## src/rtl/lc3b_types.sv

```systemverilog
// Shared LC-3b widths plus the pipeline controller's state encoding.
package lc3b_types;

    typedef logic [2:0]  lc3b_reg;
    typedef logic [15:0] lc3b_word;

    // RUN: normal sequencing. DRAIN: a redirect is waiting for a stale fetch to finish.
    typedef enum logic {
        PC_RUN   = 1'b0,
        PC_DRAIN = 1'b1
    } pipe_ctrl_state_t;

    // Counter increment that sticks at all-ones instead of wrapping.
    function automatic lc3b_word sat_inc(input lc3b_word value);
        return (value == 16'hFFFF) ? value : value + 16'd1;
    endfunction

endpackage

```

## src/rtl/load_use_detect.sv

```systemverilog
// Detects an ID-stage instruction reading the register a load in EX is still fetching.
module load_use_detect (
    input  logic       valid_id,
    input  logic       valid_ex,
    input  logic       ex_is_load,
    input  logic [2:0] ex_dest,
    input  logic [2:0] id_src1,
    input  logic [2:0] id_src2,
    input  logic       id_uses_src1,
    input  logic       id_uses_src2,
    output logic       load_use
);

    logic src1_hit;
    logic src2_hit;

    assign src1_hit = id_uses_src1 & (id_src1 == ex_dest);
    assign src2_hit = id_uses_src2 & (id_src2 == ex_dest);
    assign load_use = valid_id & valid_ex & ex_is_load & (src1_hit | src2_hit);

endmodule

```

## src/rtl/register.sv

```systemverilog
// Generic loadable register with synchronous clear.
module register #(
    parameter int width = 16
) (
    input  logic             clk,
    input  logic             reset,
    input  logic             load,
    input  logic [width-1:0] din,
    output logic [width-1:0] dout
);

    logic [width-1:0] data_q;

    // Clear on reset, otherwise capture din when load is asserted.
    always_ff @(posedge clk) begin
        if (reset) begin
            data_q <= '0;
        end else if (load) begin
            data_q <= din;
        end
    end

    assign dout = data_q;

endmodule

```

## src/rtl/pipeline_ctrl.sv

```systemverilog
// Sequencing controller for the five-stage LC-3b pipeline: buffer/PC load
// enables, stage valid bits, hazard and redirect handling, perf counters.
module pipeline_ctrl
    import lc3b_types::*;
(
    input  logic        clk,
    input  logic        reset,
    input  logic        imem_resp,
    input  logic        dmem_req,
    input  logic        dmem_resp,
    input  logic [2:0]  id_src1,
    input  logic [2:0]  id_src2,
    input  logic        id_uses_src1,
    input  logic        id_uses_src2,
    input  logic [2:0]  ex_dest,
    input  logic        ex_is_load,
    input  logic        br_taken,
    input  logic [15:0] br_target,
    output logic        imem_read,
    output logic        load_pc,
    output logic        load_if_id,
    output logic        load_id_ex,
    output logic        load_ex_mem,
    output logic        load_mem_wb,
    output logic        pc_sel,
    output logic [15:0] redirect_pc,
    output logic        valid_id,
    output logic        valid_ex,
    output logic        valid_mem,
    output logic        valid_wb,
    output logic [15:0] stall_cycles,
    output logic [15:0] flush_count
);

    pipe_ctrl_state_t state_q, state_d;
    logic     valid_id_q, valid_id_d;
    logic     valid_ex_q, valid_ex_d;
    logic     valid_mem_q, valid_mem_d;
    logic     valid_wb_q, valid_wb_d;
    lc3b_word stall_cycles_q, stall_cycles_d;
    lc3b_word flush_count_q, flush_count_d;
    lc3b_word target_q;
    logic     capture_target;

    logic mem_stall;
    logic flush;
    logic load_use;

    assign mem_stall = valid_mem_q & dmem_req & ~dmem_resp;
    assign flush     = valid_mem_q & br_taken & ~mem_stall;

    load_use_detect u_load_use (
        .valid_id     (valid_id_q),
        .valid_ex     (valid_ex_q),
        .ex_is_load   (ex_is_load),
        .ex_dest      (ex_dest),
        .id_src1      (id_src1),
        .id_src2      (id_src2),
        .id_uses_src1 (id_uses_src1),
        .id_uses_src2 (id_uses_src2),
        .load_use     (load_use)
    );

    // Redirect target held across DRAIN while the stale fetch completes.
    register #(.width(16)) u_target (
        .clk   (clk),
        .reset (reset),
        .load  (capture_target),
        .din   (br_target),
        .dout  (target_q)
    );

    // In DRAIN the PC must take the captured target; otherwise the live one.
    assign redirect_pc = (state_q == PC_DRAIN) ? target_q : br_target;
    assign imem_read   = ~reset;

    // Next-state, valid-bit and load-enable decode in priority order.
    always_comb begin
        state_d        = state_q;
        valid_id_d     = valid_id_q;
        valid_ex_d     = valid_ex_q;
        valid_mem_d    = valid_mem_q;
        valid_wb_d     = valid_wb_q;
        stall_cycles_d = stall_cycles_q;
        flush_count_d  = flush_count_q;
        load_pc        = 1'b0;
        load_if_id     = 1'b0;
        load_id_ex     = 1'b0;
        load_ex_mem    = 1'b0;
        load_mem_wb    = 1'b0;
        pc_sel         = 1'b0;
        capture_target = 1'b0;

        if (!reset) begin
            if (mem_stall | load_use | (~imem_resp & ~flush)) begin
                stall_cycles_d = sat_inc(stall_cycles_q);
            end
            if (flush) begin
                flush_count_d = flush_count_q + 16'd1;
            end

            if (mem_stall) begin
                // Freeze everything upstream of MEM; WB receives a bubble.
                load_mem_wb = 1'b1;
                valid_wb_d  = 1'b0;
            end else if (flush) begin
                // The branch retires into WB; everything younger is squashed.
                load_if_id  = 1'b1;
                load_id_ex  = 1'b1;
                load_ex_mem = 1'b1;
                load_mem_wb = 1'b1;
                valid_id_d  = 1'b0;
                valid_ex_d  = 1'b0;
                valid_mem_d = 1'b0;
                valid_wb_d  = 1'b1;
                if (imem_resp) begin
                    load_pc = 1'b1;
                    pc_sel  = 1'b1;
                    state_d = PC_RUN;
                end else begin
                    capture_target = 1'b1;
                    state_d        = PC_DRAIN;
                end
            end else begin
                // EX and beyond always advance here.
                load_id_ex  = 1'b1;
                load_ex_mem = 1'b1;
                load_mem_wb = 1'b1;
                valid_mem_d = valid_ex_q;
                valid_wb_d  = valid_mem_q;
                if (load_use) begin
                    // Hold IF/ID and PC; inject one bubble into EX.
                    valid_ex_d = 1'b0;
                end else begin
                    valid_ex_d = valid_id_q;
                    load_if_id = 1'b1;
                    if (state_q == PC_DRAIN) begin
                        // Whatever the stale fetch returns is discarded.
                        valid_id_d = 1'b0;
                        if (imem_resp) begin
                            load_pc = 1'b1;
                            pc_sel  = 1'b1;
                            state_d = PC_RUN;
                        end
                    end else begin
                        load_pc    = imem_resp;
                        valid_id_d = imem_resp;
                    end
                end
            end
        end
    end

    // State, valid bits and counters; reset clears all of them.
    always_ff @(posedge clk) begin
        if (reset) begin
            state_q        <= PC_RUN;
            valid_id_q     <= 1'b0;
            valid_ex_q     <= 1'b0;
            valid_mem_q    <= 1'b0;
            valid_wb_q     <= 1'b0;
            stall_cycles_q <= '0;
            flush_count_q  <= '0;
        end else begin
            state_q        <= state_d;
            valid_id_q     <= valid_id_d;
            valid_ex_q     <= valid_ex_d;
            valid_mem_q    <= valid_mem_d;
            valid_wb_q     <= valid_wb_d;
            stall_cycles_q <= stall_cycles_d;
            flush_count_q  <= flush_count_d;
        end
    end

    assign valid_id     = valid_id_q;
    assign valid_ex     = valid_ex_q;
    assign valid_mem    = valid_mem_q;
    assign valid_wb     = valid_wb_q;
    assign stall_cycles = stall_cycles_q;
    assign flush_count  = flush_count_q;

endmodule

```

## config.mk

```make
export PLATFORM = sky130hd
export DESIGN_NAME = pipeline_ctrl
export DESIGN_NICKNAME = d
export VERILOG_FILES = /design/src/rtl/lc3b_types.sv /design/src/rtl/load_use_detect.sv /design/src/rtl/register.sv /design/src/rtl/pipeline_ctrl.sv
export SDC_FILE = /design/constraint.sdc
export NUM_CORES = 1
export LEC_CHECK = 0
export CORE_AREA = 2 2 90 92
export DETAILED_ROUTE_END_ITERATION = 10
export DIE_AREA = 0 0 92 94
export SLEW_MARGIN = 20
export SYNTH_ARGS = -nofsm -noshare
export SYNTH_HDL_FRONTEND = slang
export SYNTH_SLANG_ARGS = --single-unit
```

## constraint.sdc

```tcl
create_clock -name clk -period 3.01 [get_ports clk]
set_input_delay 0.4515 -clock clk [delete_from_list [all_inputs] [get_ports clk]]
set_output_delay 0.4515 -clock clk [all_outputs]
set_load 0.05 [all_outputs]
```

Yosys cells after proc, flatten, opt, wreduce, memory -nomap -nowiden
Cells that the tools add are included.

word-level totals
  bits in registers = 53
  bits of input ports = 34
  output and inout port bits = 59
  logic and storage cells = 69

operators by class
  add/sub/neg operators = 2
  equality and inequality tests = 4
  mux-type cells = 33
  bitwise gates (word level) = 19
  reductions and logical operators = 3

operator list
  operator                 count
  $add A16 B1 Y16 const B  2
  $mux W1                  32
  $eq A16 B16 Y1 const B   1
  $mux W16                 1
  $and A1 B1 Y1            10
  $eq A3 B3 Y1             2
  $not A1 Y1               6
  $reduce_and A2 Y1        2
  $or A1 B1 Y1             3
  $ne A2 B2 Y1 const B     1
  $reduce_or A2 Y1         1

Longest topological paths before layout
  depth after elaboration = 8
  mapped depth = 8
  mapped depth without buffers = 7

Hierarchy
Synthesis repeated with hierarchy kept, for this count alone.

second synthesis, totals
  cells, all modules = 308
  area, all modules = 2,770.2 sq um

by module, submodules not included
  module           instances  cells each  area each (sq um)  sequential area each (sq um)
  pipeline_ctrl    1          246         2,114.5            740.7
  register         1          52          580.6              320.3
  load_use_detect  1          10          75.1               0.0

Least setup slack after synthesis
No wires, ideal clock.

  path type = register -> output
  start point = register valid_mem_q, in the netlist valid_mem
  end point = output port pc_sel
  arrival time = 3.147 ns
  data required time = 2.558 ns
  setup slack = -0.589 ns
  stages on the path, launching flop included = 6
  path through = dfxtp_1 nand2_1 buf_2 a21oi_1 and2_1 nor2b_1

on the way
  word-level cells in the longest chain between the ends = 7

ends and longest elaborated chain
  item                        RTL line              text
  start, declared             pipeline_ctrl.sv:38   logic valid_mem_q, valid_mem_d;
  start signal, assigned      pipeline_ctrl.sv:168  valid_mem_q <= valid_mem_d;
  $and A1 B1 Y1 (2 in a row)  pipeline_ctrl.sv:49   assign mem_stall = valid_mem_q & dmem_req & ~dmem_resp;
  $not A1 Y1 (no line)        n/a
  $and A1 B1 Y1               pipeline_ctrl.sv:50   assign flush = valid_mem_q & br_taken & ~mem_stall;
  $mux W1                     pipeline_ctrl.sv:106  end else if (flush) begin
  $mux W1 *                   pipeline_ctrl.sv:102  if (mem_stall) begin
  $mux W1 *                   pipeline_ctrl.sv:94   if (!reset) begin
  end, declared               pipeline_ctrl.sv:25   output logic pc_sel,

Every way passes the cells marked *; elsewhere a longest branch is shown, timed or not.

Final worst setup path
  start point = input port dmem_req
  end point = output port pc_sel

on the way
  word-level cells in the longest chain between the ends = 7

ends and longest elaborated chain
  item                          RTL line              text
  start, declared               pipeline_ctrl.sv:9    input logic dmem_req,
  $and A1 B1 Y1 * (2 in a row)  pipeline_ctrl.sv:49
  $not A1 Y1 (no line)          n/a
  $and A1 B1 Y1                 pipeline_ctrl.sv:50
  $mux W1                       pipeline_ctrl.sv:106
  $mux W1 *                     pipeline_ctrl.sv:102
  $mux W1 *                     pipeline_ctrl.sv:94

Marked as above.

==> run summary <==
HPWL Detailed - 4790 µm
total track usage - 15.0%
placed cell areas - 3710 µm²
Port Buffers - 92
number of synthesized register bits - 53
predominant post-synthesis flop cell - dfxtp_1
drt wl/cell - 12.9 µm
non-filler instance count after layout - 497
Final min period - 2770 ps
Post-CTS Hold Buffers - 0
ant diodes - 0
initial antenna violation count - 0
global-route wire length before repair - 10800 µm
count of cell types in the netlist - 46
EDFF count, synth - 0
DRC - 0
DP Worst Slack - 257 ps
post-synth net total - 342
Worst EP arrival - 2320 ps
critical path's largest stage delay - 450 ps
Nets - 430
asr flop ratio synth - 0%
clk_lat worst skew - 300 ps
reg2reg setup slack - 1050 ps
worst hold path type - reg2reg
core area - 7610 µm²
maximum vdd drop - 0.207 mV
routed vias/inst - 4.82
post-synthesis sequential area ratio - 40.6%
layout cell share with drive strength beyond 1 - 13.2%
drt total wl - 6390 µm
Final GP Congestion - 0.781
status - finished clean
clock sink total - 53
Inst Count DP - 489
CP Data Required Time - 2560 ps
ranking of synthesized cells by area - dfxtp_1 41%, nand2_1 7.6%, mux2_2 6.9%
CP Launch Type - input port
WP buf/inv - 2
Max Clock Freq - 361 MHz
CP Capture Type - output pin
Largest delay share family, worst path - simple AND/OR/NAND/NOR gates
clock slew at reported path FFs - 90 ps
post-CTS setup buffer count - 0
pwr dens - 367 nW/µm²
cell area after synthesis - 2620 µm²
CP Cell Sequence - clkdlybuf4s50_1, nor2b_1, nand2_2, nand2_1, a21oi_2, and2_1, nor2b_4, buf_12
DR vias - 2395
row count - 32
LEAKAGE - 1.34 nW
H-Tree Depth - 2
mean post-synth cell area - 8.55 µm²
Worst-Margin Slew - 542 ps
MaxCap Viol Count - 0
CTS tree - built
die width - 92 µm
post-CTS sizing - 0
Setup violations, final - 0
warnings from Yosys - 0
Gate Count Post-Synth - 306
WS Path Type - in2out
CP max-delay cell - nor2b_1
Pre-Repair DR Iteration Count - 4
post-route ant nets - 0
worst-path maximum fanout - 8
pin count of the biggest net entering global routing - 37
Final Power - 1.40 mW
CTS buffer count - 5
final setup TNS - 0 ps
Detailed Route Iter0 Violations - 74
largest buffer count on any clock path - 2
fin util - 50.1%
Slew Viols, Final - 0
Slew HR - 63.8%
Die Area - 8650 µm²
Final Worst Setup Slack - 238 ps
initial core utilization - 34.4%
biggest area consumer among synthesized cells - dfxtp_1
die height - 94 µm
most frequent cells after synthesis - 53 x dfxtp_1, 53 x nand2_1, 30 x nor2_1
Area growth, synth to finish - 45.7%
IO Pins - 93
number of global-route vias before repair - 2315
Clock Skew - 6.66 ps
Final Cell Area - 3810 µm²
RSZ-0062 raised after global routing - no
Tcrit/Tclk final - 92.1%
post-synth top area share - 40.6%
total congestion overflow - 0
final hold vios - 0
FILL cells - 754
CTS root buffer - clkbuf_8
hold slack - 451 ps
layer usage:
metal	global-route usage, %	vias up	wire, µm
li1	-	1229	-
met1	19.3	1116	2890
met2	25.8	46	3180
met3	3.13	4	274
met4	3.36	0	46
met5	0	-	0
power by group:
part | total (mW) | switching, mW | internal [mW]
sequential | 0.716 | 0.00753 | 0.708
clock | 0.433 | 0.225 | 0.208
combinational | 0.251 | 0.140 | 0.111
total | 1.40 | 0.372 | 1.03
cell type report:
type	count	area (µm²)	share of cell area, %
flip-flops and latches	53	1060	27.8
clock inverters	1	5.00	0.131
repair buffers	98	1040	27.2
clock buffers	7	96.3	2.53
well taps	102	128	3.35
multi-input cells	230	1460	38.4
inverters	6	22.5	0.591
worst register-to-register path, delay by kind of cell, from the launching register on:
family	cells	cell delay, ps
multiplexers	1	310
flip-flops	1	400
AND/OR/NAND/NOR	4	700
adder cells (fa/ha/maj)	1	210
AO/OA/AOI/OAI	1	240
cell families after synthesis:
| logic type | after synthesis | share of synthesized area, % |
|---|---|---|
| simple gates | 131 | 24.9 |
| flops | 53 | 40.6 |
| compound gates | 52 | 12.3 |
| xor+xnor | 26 | 8.70 |
| buf+inv | 23 | 4.16 |
| mux | 19 | 8.42 |
| fa+ha+maj | 2 | 0.956 |
final timing paths:
path	to	cells past startpoint	startpoint
worst max-delay path	pc_sel	8	dmem_req
worst min-delay path	u_target.dout[1]$_SDFFE_PP0P_	2	u_target.dout[1]$_SDFFE_PP0P_
worst max register to register	stall_cycles[8]$_SDFFE_PP0P_	7	stall_cycles[0]$_SDFFE_PP0P_
worst min register to register	u_target.dout[1]$_SDFFE_PP0P_	2	u_target.dout[1]$_SDFFE_PP0P_
cell usage in the layout (no fill, tap or decap), types with 3 or more instances in the layout:
cell type | netlist | routed
a21oi_1 | 9 | 8
and2_1 | 3 | 3
and3_1 | 6 | 6
buf_12 | 0 | 7
buf_4 | 2 | 6
clkbuf_8 | 0 | 7
clkdlybuf4s50_1 | 0 | 85
dfxtp_1 | 53 | 53
inv_1 | 6 | 6
mux2_2 | 16 | 16
nand2_1 | 53 | 53
nand3_1 | 10 | 10
nand4_1 | 6 | 6
nor2_1 | 30 | 30
nor2b_1 | 4 | 3
o211ai_1 | 4 | 4
o21a_1 | 3 | 3
o21ai_0 | 4 | 4
o21ai_1 | 18 | 18
o31ai_1 | 3 | 3
xnor2_1 | 13 | 13
xor2_1 | 13 | 13
flip-flops by register name, summed over array words and instances (netlist names):
signal and flops:
state_q 1, valid_wb 1, flush_count 16, u_target.dout 16, valid_mem 1, stall_cycles 16
valid_id 1, valid_ex 1
No activity file was read; power rests on OpenSTA's default activity.
